==> src/rtl/calc_arbiter_seq.sv <==
// Two-requester round-robin front end for a shared add/sub/mul/div unit with a multi-cycle restoring divider.
// Optional: define CALC_OP_COUNT_EN to add a saturating response-handshake counter on op_count.
module calc_arbiter_seq #(
  parameter int W = 8
) (
  input  logic           clk,
  input  logic           rst_n,
  input  logic [1:0]     req_valid,
  output logic [1:0]     req_ready,
  input  logic [2*W-1:0] req_a,
  input  logic [2*W-1:0] req_b,
  input  logic [5:0]     req_op,
  output logic           rsp_valid,
  input  logic           rsp_ready,
  output logic           rsp_id,
  output logic [2*W-1:0] rsp_result,
  output logic           rsp_err
`ifdef CALC_OP_COUNT_EN
  ,
  output logic [15:0]    op_count
`endif
);

  typedef enum logic [1:0] {IDLE, EXEC, DIV, RESP} state_t;
  localparam int CW = $clog2(W + 1);

  state_t        state;
  logic [W-1:0]  a_q, b_q, quo_q, rem_q;
  logic [2:0]    op_q;
  logic          id_q, last_grant;
  logic [CW-1:0] cnt_q;

  logic          grant_id;
  logic [W-1:0]  g_a, g_b;
  logic [2:0]    g_op;
  logic [W:0]    shifted, diff;
  logic          take;

  // Both valid: the one not served last wins; otherwise the single valid one.
  always_comb begin
    grant_id = 1'b0;
    if (req_valid == 2'b11)  grant_id = ~last_grant;
    else if (req_valid[1])   grant_id = 1'b1;
    g_a  = grant_id ? req_a[2*W-1:W] : req_a[W-1:0];
    g_b  = grant_id ? req_b[2*W-1:W] : req_b[W-1:0];
    g_op = grant_id ? req_op[5:3]    : req_op[2:0];
    req_ready = 2'b00;
    if (state == IDLE && req_valid[grant_id]) req_ready = grant_id ? 2'b10 : 2'b01;
  end

  // Restoring step: shift next dividend bit into the partial remainder.
  always_comb begin
    shifted = {rem_q, quo_q[W-1]};
    diff    = shifted - {1'b0, b_q};
    take    = (shifted >= {1'b0, b_q});
  end

  always_ff @(posedge clk or negedge rst_n) begin
    if (!rst_n) begin
      state      <= IDLE;
      a_q        <= '0;
      b_q        <= '0;
      op_q       <= '0;
      id_q       <= 1'b0;
      last_grant <= 1'b1;
      quo_q      <= '0;
      rem_q      <= '0;
      cnt_q      <= '0;
      rsp_valid  <= 1'b0;
      rsp_id     <= 1'b0;
      rsp_result <= '0;
      rsp_err    <= 1'b0;
    end else begin
      case (state)
        IDLE: if (|req_valid) begin
          a_q        <= g_a;
          b_q        <= g_b;
          op_q       <= g_op;
          id_q       <= grant_id;
          last_grant <= grant_id;
          quo_q      <= g_a;
          rem_q      <= '0;
          cnt_q      <= '0;
          state      <= (g_op == 3'd3 && g_b != '0) ? DIV : EXEC;
        end
        EXEC: begin
          rsp_err <= 1'b0;
          case (op_q)
            3'd0:    rsp_result <= {{(W-1){1'b0}}, {1'b0, a_q} + {1'b0, b_q}};
            3'd1:    rsp_result <= {{W{1'b0}}, a_q} - {{W{1'b0}}, b_q};
            3'd2:    rsp_result <= {{W{1'b0}}, a_q} * {{W{1'b0}}, b_q};
            3'd3: begin
              rsp_result <= '1;
              rsp_err    <= 1'b1;
            end
            default: begin
              rsp_result <= '0;
              rsp_err    <= 1'b1;
            end
          endcase
          rsp_id    <= id_q;
          rsp_valid <= 1'b1;
          state     <= RESP;
        end
        DIV: begin
          // W shift-subtract steps, then one cycle to publish the quotient.
          if (cnt_q == CW'(W)) begin
            rsp_result <= {{W{1'b0}}, quo_q};
            rsp_err    <= 1'b0;
            rsp_id     <= id_q;
            rsp_valid  <= 1'b1;
            state      <= RESP;
          end else begin
            rem_q <= take ? diff[W-1:0] : shifted[W-1:0];
            quo_q <= {quo_q[W-2:0], take};
            cnt_q <= cnt_q + 1'b1;
          end
        end
        RESP: if (rsp_ready) begin
          rsp_valid <= 1'b0;
          state     <= IDLE;
        end
        default: state <= IDLE;
      endcase
    end
  end

`ifdef CALC_OP_COUNT_EN
  always_ff @(posedge clk or negedge rst_n) begin
    if (!rst_n)                                                   op_count <= '0;
    else if (state == RESP && rsp_ready && op_count != 16'hFFFF)  op_count <= op_count + 16'd1;
  end
`endif

endmodule

==> config.mk <==
export PLATFORM = sky130hd
export DESIGN_NAME = calc_arbiter_seq
export DESIGN_NICKNAME = d
export VERILOG_FILES = /design/src/rtl/calc_arbiter_seq.sv
export SDC_FILE = /design/constraint.sdc
export NUM_CORES = 1
export LEC_CHECK = 0
export BUFFER_PORTS_ARGS = -buffer_cell sky130_fd_sc_hd__buf_2
export CAP_MARGIN = 20
export CORE_ASPECT_RATIO = 1.2
export CORE_MARGIN = 3
export CORE_UTILIZATION = 35
export CTS_BUF_LIST = sky130_fd_sc_hd__clkbuf_2 sky130_fd_sc_hd__clkbuf_4 sky130_fd_sc_hd__clkbuf_8
export CTS_CLUSTER_SIZE = 28
export DETAILED_ROUTE_END_ITERATION = 8
export MAX_ROUTING_LAYER = met4
export PLACE_DENSITY = 0.54
export SYNTH_ARGS = -nofsm -noshare
export SYNTH_HDL_FRONTEND = slang
export SYNTH_SLANG_ARGS = --single-unit
==> constraint.sdc <==
create_clock -name clk -period 6 [get_ports clk]
set_clock_uncertainty 0.1 [all_clocks]
set_input_delay 0.6 -clock clk [delete_from_list [all_inputs] [get_ports clk]]
set_output_delay 0.6 -clock clk [all_outputs]
set_load 0.01 [all_outputs]
==> metrics.md <==
| Metric | Value |
|---|---|
| Status | `finished clean` |
| Number of synthesized flops with an enable pin | `0` |
| Gate Count Post-Synth | `709` |
| Post-Route WL | `18200 um` |
| Fin crit share | `0.801` |
| Crit start category | `flop` |
| Initial Utilization | `0.362` |
| Area Overhead vs Synth | `12.2%` |
| RSZ-0062 raised after global routing | `no` |
| Number of port buffers | `63` |
| Yosys Warn Count | `0` |
| Sequential share of the synthesized area | `0.249` |
| Hold_buf cts | `0` |
| Fmax | `0.208 GHz` |
| Row count | `52` |
| RR Endpoint | `rsp_result[15]` |
| 1st-pass router iterations | `4` |
| Number of H-tree levels | `3` |
| CTS Buf Count | `9` |
| Routed via count | `5317` |
| Avg Inst Size Synth | `8.78 um2` |
| CTS tree | `yes` |
| Final setup vio count | `0` |
| Fin crit period | `4.81 ns` |
| Share of layout cells above drive strength 1 | `0.134` |
| I/O Pins | `64` |
| Nets | `917` |
| Initial antenna violation count | `0` |
| Syn nets | `857` |
| Worst setup EP type | `flop` |
| M1 GR Usage | `0.243` |
| Via-per-instance ratio | `5.37` |
| Largest net degree at the start of global routing | `63` |
| Clock Path Buffers | `2` |
| Total track usage | `0.196` |
| Antenna viol nets, final | `0` |
| WP buf/inv | `2` |
| # clock sinks | `62` |
| Worst-path clk slew | `0.08 ns` |
| Worst endpoint data arrival time | `4.96 ns` |
| Synth unique cells | `61` |
| Met2 GRT Util | `0.320` |
| Average wire per standard cell | `18.4 um` |
| Global route overflow | `0` |
| Max-Slew Margin vs Limit | `0.400` |
| Async SR Flop Fraction | `1.00` |
| Main synth FF type | `dfrtp_1` |
| Launching point of the worst reg2reg path | `a_q[4]` |
| Starting DRT DRC Count | `358` |
| # resized after CTS | `0` |
| Cell mode on critical path | `fa_1` |
| Gpl congestion | `0.867` |
| Ant diodes | `0` |
| Core ar. | `0.0172 mm2` |
| Slowest CP cell | `fa_1` |
| #FFs+latches synth | `62` |
| Critical path type | `flop to flop` |
| Worst R2R Setup Slack | `1.19 ns` |
| Setup TNS | `0 ns` |
| Worst-Skew Late Latency | `0.37 ns` |
| First-pass GRT wire length | `29200 um` |
| Delay of the slowest critical-path stage | `0.57 ns` |
| Least-Margin Pin Slew | `0.891 ns` |
| CP required | `6.15 ns` |
| DP HPWL | `14600 um` |
| Pins Over Slew Limit | `0` |
| Grt met3 use | `0.0291` |
| Multi-input logic area | `0.00431 mm2` |
| CTS Root Cell | `clkbuf_8` |
| Chip width | `128 um` |
| Max Cap Viol | `0` |
| Cell Area, Synth | `0.00622 mm2` |
| Crit-path max FO | `10` |
| Hold Path Class | `input port to async pin` |
| Area of the die | `0.0194 mm2` |
| Postcts setup bufs | `0` |
| Vias in the first global route | `5506` |
| Worst Setup SP | `a_q[4]` |
| Worst R2R Path Depth | `14` |
| Die Ht | `152 um` |
| Drt drc | `0` |
| Critical path cell sequence | `ha_1 > fa_1 > fa_1 > fa_1 > inv_1 > fa_1 > inv_1 > ha_1 > a2111oi_2 > o21ai_1 > a41o_1 > a21oi_2 > nor2_1 > or3_1` |
| Cell family with the largest share of critical-path delay | `adder cells` |
| Sequential Area | `0.00155 mm2` |
| # fillers | `1790` |
| Fin. Hold Viols | `0` |
| Most crowded layer after global routing | `met2` |
cell usage in the layout, fill, tap and decap left out, drive strengths merged, types with 3 or more instances in the layout:
master,netlist,routed
o21a,4,4
a21o,9,9
a22oi,3,3
a211oi,9,9
o221ai,3,3
a221o,5,5
dfrtp,61,61
a21oi,34,34
xor2,7,7
xnor2,9,9
nor4,7,7
a2111oi,3,3
a31oi,5,5
clkbuf,13,9
nor2b,9,9
buf,8,70
inv,75,78
or3,3,3
and2,40,40
nor3,12,12
a41o,3,3
fa,39,39
mux2,5,5
o22ai,3,3
o31ai,3,3
nand3,8,8
nor2,49,49
ha,66,66
nand2b,10,10
o211ai,5,5
o21ai,64,64
nand2,74,74
mux2i,33,33
sequential cells by signal (all words and copies together) (netlist names):
register,cells
state,2
quo_q,8
cnt_q,4
id_q,1
a_q,8
rsp_id,1
rsp_result,16
rsp_valid,1
rsp_err,1
rem_q,8
last_grant,1
op_q,3
b_q,8
worst max path at each step:
stage	depth (start not counted)	to	slack, ns
2_1_floorplan	14	rsp_result[15]	1.47
3_3_place_gp	14	rsp_result[15]	1.28
3_5_place_dp	14	rsp_result[15]	1.19
4_1_cts	14	rsp_result[15]	1.17
5_1_grt	14	rsp_result[15]	0.98
6_report	14	rsp_result[15]	1.19
routing by layer:
| layer | up-vias | part of all wire |
|---|---|---|
| met2 | 117 | 0.49 |
| met1 | 2599 | 0.44 |
| met3 | 36 | 0.041 |
| li1 | 2565 | - |
| met5 | - | 0 |
| met4 | 0 | 0.031 |
cells in the mapped netlist, types with 3 or more instances:
cell type  instances  share of area
a41o_1             3         0.0048
nand2_1           74          0.045
nand3_1            7         0.0056
o21a_1             4         0.0048
o21ai_0           55          0.044
dfrtp_1           61           0.25
a22oi_1            3         0.0036
ha_1              66           0.13
o21ai_1            9         0.0072
a21oi_1           33          0.027
o221ai_1           3         0.0042
nor2b_1            9         0.0090
xnor2_1            9          0.013
and2_1            40          0.040
a211oi_1           8         0.0097
a21o_1             8         0.0097
a221o_1            5         0.0080
fa_1              39           0.13
clkbuf_1          12         0.0072
mux2i_1           33          0.053
or3_1              3         0.0030
nor2_1            49          0.030
o211ai_1           5         0.0060
nor4_1             6         0.0060
a31oi_1            5         0.0050
nand2b_1          10          0.010
nor3_1            12         0.0097
inv_1             75          0.045
o31ai_1            3         0.0036
mux2_2             5         0.0090
xor2_1             7         0.0099
o22ai_1            3         0.0030
buf_2              5         0.0040
stage by stage:
| step | util | worst slack, ns | area [um2] | instances | hold slack, ns |
|---|---|---|---|---|---|
| after floorplan | - | 1.47 | 6220 | 709 | 0.204 |
| after global placement | 0.395 | 1.28 | 6780 | 974 | 0.354 |
| after detailed placement | 0.395 | 1.19 | 6780 | 974 | 0.366 |
| after CTS | 0.406 | 1.17 | 6980 | 990 | 0.326 |
| after global routing | 0.406 | 0.981 | 6980 | 990 | 0.361 |
| final | 0.406 | 1.19 | 6980 | 990 | 0.298 |
kinds of logic (layout without fill, tap and decap cells):
family	after synthesis	after routing	synth area share
simple gates	224	224	0.176
xor+xnor	16	16	0.0225
buf+inv	96	161	0.0603
compound gates	168	168	0.171
fa+ha+maj	105	105	0.258
flops	62	62	0.249
mux	38	38	0.0621
cell type report:
| class | count | share of cell area |
|---|---|---|
| Clock buffer | 9 | 0.0177 |
| Inverter | 75 | 0.0403 |
| Tap cell | 216 | 0.0387 |
| Multi-Input combinational cell | 551 | 0.617 |
| Clock inverter | 7 | 0.0115 |
| Sequential cell | 62 | 0.222 |
| Timing Repair Buffer | 70 | 0.0527 |
Power is left out: the tool's default activity adds up to more than one toggle a clock period on the data nets, which glitch-free logic cannot reach.
